### config.mk
export PLATFORM = sky130hd
export DESIGN_NAME = regfile_mp
export DESIGN_NICKNAME = d
export VERILOG_FILES = /design/src/rtl/regfile_mp_pkg.sv /design/src/rtl/regfile_clr_fsm.sv /design/src/rtl/regfile_mp.sv
export SDC_FILE = /design/constraint.sdc
export NUM_CORES = 2
export LEC_CHECK = 0
export ABC_AREA = 1
export CELL_PAD_IN_SITES_DETAIL_PLACEMENT = 1
export CELL_PAD_IN_SITES_GLOBAL_PLACEMENT = 2
export CORE_ASPECT_RATIO = 1.5
export CORE_MARGIN = 1
export CORE_UTILIZATION = 30
export DETAILED_ROUTE_END_ITERATION = 10
export GPL_TIMING_DRIVEN = 0
export PLACE_DENSITY_LB_ADDON = 0.1
export SLEW_MARGIN = 20
export SYNTH_ARGS = -nofsm -noshare
export SYNTH_HDL_FRONTEND = slang
export SYNTH_SLANG_ARGS = --single-unit
### constraint.sdc
create_clock -name clk -period 3.4 [get_ports clk]
set_clock_uncertainty 0.05 [all_clocks]
set_input_delay 0.34 -clock clk [delete_from_list [all_inputs] [get_ports clk]]
set_output_delay 0.34 -clock clk [all_outputs]
set_load 0.03 [all_outputs]
### src/rtl/regfile_mp_pkg.sv
// Shared constants and state encoding for the multi-port register file.
// Optional build macro: REGFILE_BYPASS_EN (same-cycle write-to-read forwarding).
package regfile_mp_pkg;

   localparam int WORD_LEN    = 32;
   localparam int REGADDR_LEN = 5;
   localparam int RF_DEPTH    = 32;
   localparam int RF_NRD      = 2;
   localparam int RF_NWR      = 2;

   typedef enum logic {
      RF_ST_IDLE  = 1'b0,
      RF_ST_CLEAR = 1'b1
   } rf_state_t;

endpackage

### src/rtl/regfile_clr_fsm.sv
// Clear sequencer: walks cnt over every entry after reset or clr_req,
// and gates writes/reads via ready until the walk completes.
module regfile_clr_fsm
   import regfile_mp_pkg::*;
#(
   parameter int AW    = REGADDR_LEN,
   parameter int DEPTH = RF_DEPTH
) (
   input  logic          clk,
   input  logic          rst,
   input  logic          clr_req,
   output logic          idle,
   output logic          ready,
   output logic          clr_done,
   output logic          clr_we,
   output logic [AW-1:0] clr_addr
);

   localparam logic [AW-1:0] LAST = AW'(DEPTH - 1);

   rf_state_t     state, state_nx;
   logic [AW-1:0] cnt, cnt_nx;

   always_ff @(posedge clk) begin
      if (rst) begin
         state <= RF_ST_CLEAR;
         cnt   <= '0;
      end else begin
         state <= state_nx;
         cnt   <= cnt_nx;
      end
   end

   always_comb begin
      state_nx = state;
      cnt_nx   = cnt;
      ready    = 1'b0;
      clr_done = 1'b0;
      clr_we   = 1'b0;
      case (state)
         RF_ST_IDLE: begin
            ready = !rst;
            if (clr_req) begin
               state_nx = RF_ST_CLEAR;
               cnt_nx   = '0;
            end
         end
         RF_ST_CLEAR: begin
            clr_we = 1'b1;
            cnt_nx = cnt + 1'b1;
            // final entry: hand back to IDLE and pulse done in this same cycle
            if (cnt == LAST) begin
               state_nx = RF_ST_IDLE;
               clr_done = !rst;
            end
         end
         default: state_nx = RF_ST_CLEAR;
      endcase
   end

   assign idle     = (state == RF_ST_IDLE);
   assign clr_addr = cnt;

endmodule

### src/rtl/regfile_mp.sv
// Multi-port MIPS32 GPR file: NRD async read ports, NWR sync write ports, r0 = 0.
// Build macro REGFILE_BYPASS_EN forwards same-cycle write data to matching reads.
module regfile_mp
   import regfile_mp_pkg::*;
#(
   parameter int W     = WORD_LEN,
   parameter int AW    = REGADDR_LEN,
   parameter int DEPTH = RF_DEPTH,
   parameter int NRD   = RF_NRD,
   parameter int NWR   = RF_NWR
) (
   input  logic              clk,
   input  logic              rst,
   input  logic              clr_req,
   input  logic [NWR-1:0]    w_en,
   input  logic [NWR*AW-1:0] w_addr,
   input  logic [NWR*W-1:0]  w_data,
   input  logic [NRD*AW-1:0] r_addr,
   output logic [NRD*W-1:0]  r_data,
   output logic              ready,
   output logic              clr_done
);

   localparam logic [AW:0] DEPTH_W = (AW+1)'(DEPTH);

   logic          idle;
   logic          clr_we;
   logic [AW-1:0] clr_addr;
   logic [W-1:0]  regs [DEPTH];

   function automatic logic addr_ok(input logic [AW-1:0] a);
      return (a != '0) && ({1'b0, a} < DEPTH_W);
   endfunction

   regfile_clr_fsm #(.AW(AW), .DEPTH(DEPTH)) u_clr (
      .clk      (clk),
      .rst      (rst),
      .clr_req  (clr_req),
      .idle     (idle),
      .ready    (ready),
      .clr_done (clr_done),
      .clr_we   (clr_we),
      .clr_addr (clr_addr)
   );

   // Ascending port loop: the last NBA to an address wins, i.e. highest port index.
   always_ff @(posedge clk) begin
      if (clr_we) begin
         regs[clr_addr] <= '0;
      end else if (ready) begin
         for (int k = 0; k < NWR; k++) begin
            if (w_en[k] && addr_ok(w_addr[k*AW +: AW]))
               regs[w_addr[k*AW +: AW]] <= w_data[k*W +: W];
         end
      end
   end

   for (genvar j = 0; j < NRD; j++) begin : g_rd
      logic [AW-1:0] ra;
      logic [W-1:0]  rd;

      assign ra = r_addr[j*AW +: AW];

      always_comb begin
         rd = '0;
         if (idle && addr_ok(ra)) begin
            rd = regs[ra];
`ifdef REGFILE_BYPASS_EN
            for (int k = 0; k < NWR; k++) begin
               if (ready && w_en[k] && (w_addr[k*AW +: AW] == ra))
                  rd = w_data[k*W +: W];
            end
`endif
         end
      end

      assign r_data[j*W +: W] = rd;
   end

endmodule

Yosys cells after proc, flatten, opt, wreduce, memory -nomap -nowiden
Memory sizes are Yosys's and may differ from the RTL's.
Index checks and enable logic that the tools add are counted.
{"block": "totals", "regBits": 6, "ramBits": 1024, "in_bits": 89, "output_inout_bits": 66, "wordCells": 41, "memories": 1}
{"name": "regs", "words": 32, "word_bits": 32, "rd": 2, "rd_ports_with_merged_regs": 0, "write_ports": 2, "line": "regfile_mp.sv:29", "source": "logic [W-1:0] regs [DEPTH];"}
{"block": "op_classes", "addsub": 1, "n_eq_ne": 2, "mux": 24, "bitwise": 1, "n_reduce_logical": 10}
{"op": "32-bit 2-to-1 mux", "count": 3}
{"op": "32-bit OR reduction", "count": 1}
{"op": "5-bit nonzero test", "count": 4}
{"op": "1-bit 2-to-1 mux", "count": 17}
{"op": "5-bit 2-to-1 mux", "count": 2}
{"op": "5-bit one-hot mux with 2 select lines", "count": 1}
{"op": "5-bit by 1-bit adder with 5-bit output (second input constant)", "count": 1}
{"op": "5-bit equality test (second input constant)", "count": 1}
{"op": "1-bit logical AND", "count": 4}
{"op": "2-bit != test (second input constant)", "count": 1}
{"op": "1-bit one-hot mux with 2 select lines", "count": 1}
{"op": "1-bit logical NOT", "count": 1}
{"op": "1-bit inverter", "count": 1}

Depth between registers and ports, before layout
{"block": "depth", "word_depth": 8, "depth_mapped": 12, "mapped_depth_nobuf": 10}

Modules after synthesis
From an unflattened synthesis, not the netlist that was laid out.
{"block": "hier_totals", "hier_cells": 8500, "area_unflattened_um2": 63419.6}
{"module": "regfile_mp", "instances": 1, "cells_each": 8458, "area_per_inst_um2": 63114.3, "seq_area_each_um2": 30749.5}
{"module": "regfile_clr_fsm", "instances": 1, "cells_each": 42, "area_per_inst_um2": 305.3, "seq_area_each_um2": 120.1}

Least setup slack after synthesis
No wires, ideal clock.
{"block": "synth_timing", "path_type": "flip-flop to flip-flop", "from": "reg u_clr.state", "to": "mem regs[0][0] (netlist bit), enable pin", "setup_ps": 392, "t_arrival_ps": 2340, "required_time_ps": 2958, "slack_ps": 618, "path_stages_with_launch": 10, "path_buffers": 1, "synth_period_minus_slack_ps": 2782, "cell_sequence": "dfxtp_1 > nor2_4 > inv_2 > nor2_4 > nand2_4 > buf_2 > nand2_1 > o21ai_1 > nor2_1 > and2_1"}
{"element": "start: declaration", "line": "regfile_clr_fsm.sv:21", "source": "rf_state_t state, state_nx;"}
{"element": "start signal: assignment", "line": "regfile_clr_fsm.sv:29", "source": "state <= state_nx;"}
{"element": "end: declaration", "line": "regfile_mp.sv:29"}

Final worst setup path
{"block": "layout_timing", "from": "in r_addr[5]", "to": "out r_data[45]"}
{"block": "layout_via", "elab_chain_cells": 3, "word_cells_on_any_way": 4, "classes_between": "mux (1); reduce/logical (2); memory (1)"}
{"element": "start: declaration", "line": "regfile_mp.sv:18", "source": "input logic [NRD*AW-1:0] r_addr,"}
{"element": "parallel branches: the longest is 2 deep, another holds memory 32 x 32 bit"}
{"element": "32-bit 2-to-1 mux *", "line": "regfile_mp.sv:66", "source": "if (idle && addr_ok(ra)) begin"}
{"element": "end: declaration", "line": "regfile_mp.sv:19", "source": "output logic [NRD*W-1:0] r_data,"}
Mark *: on every way between the ends.

==> metrics.md <==
| Metric | Value |
|---|---|
| Outcome | complete, but fails checks |
| Failing checks | setup timing |
| Buffers plus inverters on the worst setup path | 4 |
| Hold Path Sink | u_clr.clr_addr[4] |
| Crit path DAT | 3.17 ns |
| Seq. cell area | 30900 um2 |
| Nets | 8902 |
| Clk slew on worst S/H paths | 0.06 ns |
| H-tree levels | 3 |
| Worst path required time | 3.01 ns |
| Power Total | 33.4 mW |
| CTS buffer count | 118 |
| Worst skew pair latency | 0.80 ns |
| Syn Area/Cell | 7.41 um2 |
| Gr usage total | 47.0% |
| Final setup violation count | 48 |
| Async set or reset register ratio after synthesis | 0% |
| Worst Hold Depth | 2 |
| VDD IR max | 0.000473 V |
| Routed vias/inst | 6.08 |
| GP Congestion | 1.10 |
| Post-synthesis cell count | 8477 |
| Vias in the first global route | 68900 |
| M2 GR Usage | 71.1% |
| Worst Slack Setup Final | -0.161 ns |
| M3 GR Usage | 9.57% |
| Height of the die | 562 um |
| Top delay family on crit path | buffers and inverters |
| Initial antenna violation count | 38 |
| Multi-input gate area | 28700 um2 |
| Hold path start | rst |
| Ports | 155 |
| Area of the die | 211000 um2 |
| Cell variety after synth | 31 |
| Vias | 71300 |
| First-pass GRT wire length | 653000 um |
| Clk root buf | clkbuf_16 |
| Reg2reg end | regs[28][11] |
| GRT Max-Usage Layer | met2 |
| Setup CP Type | in2out |
| Hpwl dp | 387000 um |
| R2R cell count | 9 |
| Mapped Area | 62800 um2 |
| Peak Freq | 281 MHz |
| Post-Syn Nets | 8568 |
| Clk sinks | 1030 |
| Sequential-to-total area share from yosys stat | 49.1% |
| Slew HR | 13.9% |
| IO Port Bufs | 148 |
| Hold_buf cts | 0 |
| Largest cells by area after synthesis | edfxtp_1, nand2_1, nand3_1 |
| Largest net degree at the start of global routing | 33 |
| Unrepaired setup endpoints after global routing | yes |
| Final period utilization | 105% |
| Drt pass-1 iters | 5 |
| Register bit count reported by yosys | 1030 |
| Slew Limit Fails | 0 |
| R2r startpoint | u_clr.state |
| Global route overflow | 0 |
| Post-synth top area cell | edfxtp_1 |
| CP Cell Sequence | clkbuf_4 > clkbuf_4 > clkdlybuf4s15_2 > nand2_1 > nand3_1 > nand3_1 > nand3_1 > nand3_1 > a21oi_2 > dlygate4sd2_1 |
| Final Hold Fails | 0 |
| Crit end category | primary output |
| Most frequent CP cell | nand3_1 |
| Worst path max stage delay | 0.57 ns |
| Die W | 376 um |
| CTS tree | built |
| Synth warnings | 0 |
| Crit start category | primary input |
| Design Area, Final | 75600 um2 |
| Worst path slowest cell | clkdlybuf4s15_2 |
| Leak Pwr | 29.3 nW |
| Worst slew pin tran | 1.29 ns |
| Post-synth EDFFs | 1024 |
| Average wire per standard cell | 43.1 um |
| Rows | 205 |
| Maximum root-to-sink buffer count | 3 |
| DRT antenna net count | 0 |
| Post-synth top area share | 48.9% |
| Hold WC Path Type | in2reg |
| Max Cap Violations | 0 |
| Crit-path max FO | 10 |
| Area grow syn2layout | 20.3% |
| Placeable Area | 208000 um2 |
| R2r setup slk | 0 ns |
| Crit path time final | 3.56 ns |
| Main synth FF type | edfxtp_1 |
| Fillers | 25000 |
| Post-DP Area | 69600 um2 |
| DRC violations left | 0 |
| DRT iter0 DRCs | 8952 |
| Met1 Resource Use GR | 51.5% |
| Share of cells above drive strength 1 | 12.6% |
| Power density over the cells | 442 nW/um2 |
| Post-Route WL | 506000 um |
| Initial Util | 30.2% |
==> per-stage QoR <==
| stage | utilization (%) | TNS (ns) | setup slack (ns) | instances | hold WS [ns] |
|---|---|---|---|---|---|
| final | 36.3 | -3.12 | -0.161 | 11700 | 0.256 |
| after global routing | 36.3 | -0.00527 | -0.00180 | 11700 | 0.262 |
| after CTS | 36.2 | -6.01 | -0.0700 | 11700 | 0.227 |
| after detailed placement | 33.5 | -602.38 | -2.36 | 11500 | 0.433 |
| after global placement | 32.6 | -1754.90 | -2.94 | 11400 | 0.421 |
| after floorplan | - | 0 | 0.618 | 8477 | 0.362 |
==> report_power, final <==
| group | internal [mW] | leakage, nW | total, mW | switching, mW |
|---|---|---|---|---|
| clock | 7.36 | 1.86 | 13.8 | 6.41 |
| combinational | 1.16 | 19.0 | 5.61 | 4.44 |
| sequential | 13.9 | 8.42 | 14.0 | 0.0894 |
| total | 22.4 | 29.3 | 33.4 | 10.9 |
==> flip-flops by register name, summed over array words and instances, names as in the netlist <==
name and flops:
u_clr.state 1, regs 1024, u_clr.clr_addr 5
==> area by class of cell <==
cell class / count / share of cell area [%]
diodes: 30 / 0.0993
plain buffers: 825 / 6.73
clock buffers: 132 / 4.00
clock inverters: 87 / 1.07
inverters: 128 / 0.655
multi-input cells: 6494 / 38.0
flip-flops and latches: 1030 / 40.8
well taps: 2794 / 4.62
repair buffers: 214 / 3.95
==> worst max-delay path by stage <==
| stage | from | to | slack, ns | cells past startpoint |
|---|---|---|---|---|
| finish | r_addr[5] | r_data[45] | -0.16 | 10 |
| global route | u_clr.state | regs[28][9] | -0.002 | 9 |
| CTS | u_clr.state | regs[31][9] | -0.07 | 10 |
| detailed placement | r_addr[1] | r_data[19] | -2.36 | 10 |
| global placement | r_addr[0] | r_data[1] | -2.94 | 11 |
| floorplan | u_clr.state | regs[0][0] | 0.62 | 9 |
==> cell families (layout without fill, tap and decap cells) <==
logic type | Yosys count | in the layout | share of synthesized area (%)
AND/OR/NAND/NOR | 5103 | 5103 | 33.0
AO/OA/AOI/OAI | 1389 | 1389 | 11.3
flip-flops | 1030 | 1030 | 49.1
buffers and inverters | 953 | 1386 | 6.49
adder cells (fa/ha/maj) | 2 | 2 | 0.0398
other | 0 | 30 | 0
==> metal layers <==
metal	part of all wire [%]	wire, um
met2	43	216000
met4	15	73800
met3	8.3	42100
met5	0.0051	26
met1	34	174000
==> cells in the mapped netlist (22+ instances only) <==
cell type	instances
buf_1	43
buf_6	22
edfxtp_1	1024
buf_2	242
inv_1	121
nor2_1	92
nand3_1	1100
o21ai_1	355
o21ai_2	40
clkbuf_1	509
o21ai_0	664
nor2_2	34
nand2_1	3852
a21oi_1	329
==> placed cells by master (no fill, tap or decap), types with 6 or more instances in the layout <==
master and instances:
nand2_1 3818, nand3_1 1029, edfxtp_1 1024, o21ai_0 664, o21ai_1 355, a21oi_1 292, clkbuf_1 254, buf_2 183
clkbuf_2 125, clkbuf_16 119, inv_1 118, clkbuf_4 106, nor2_1 85, clkdlybuf4s50_1 80, nand3_2 77, buf_6 68
buf_4 58, clkdlybuf4s15_2 42, o21ai_2 40, nor2_2 37, clkbuf_8 36, clkinv_2 34, buf_12 32, buf_16 31
diode_2 30, clkinv_1 23, nand2_2 21, a21oi_4 20, clkinvlp_4 17, a21oi_2 17, dlygate4sd2_1 17, nand2_4 14
bufinv_16 13, buf_8 9, nor2_4 6
==> worst reg2reg max path, delay by kind of cell (launching register included) <==
family          cells  cell delay (ns)
compound gates      1             0.18
buf+inv             1             0.07
flops               1             0.40
simple gates        7             2.29
==> what timing repair did <==
| item | CTS | global route |
|---|---|---|
| setup buffers | 2 | 0 |
| resized for setup | 775 | 72 |
| pin swaps | 1 | 1 |
| setup endpoints to repair | 458 | 456 |
Power figures use the tool's default switching activity.
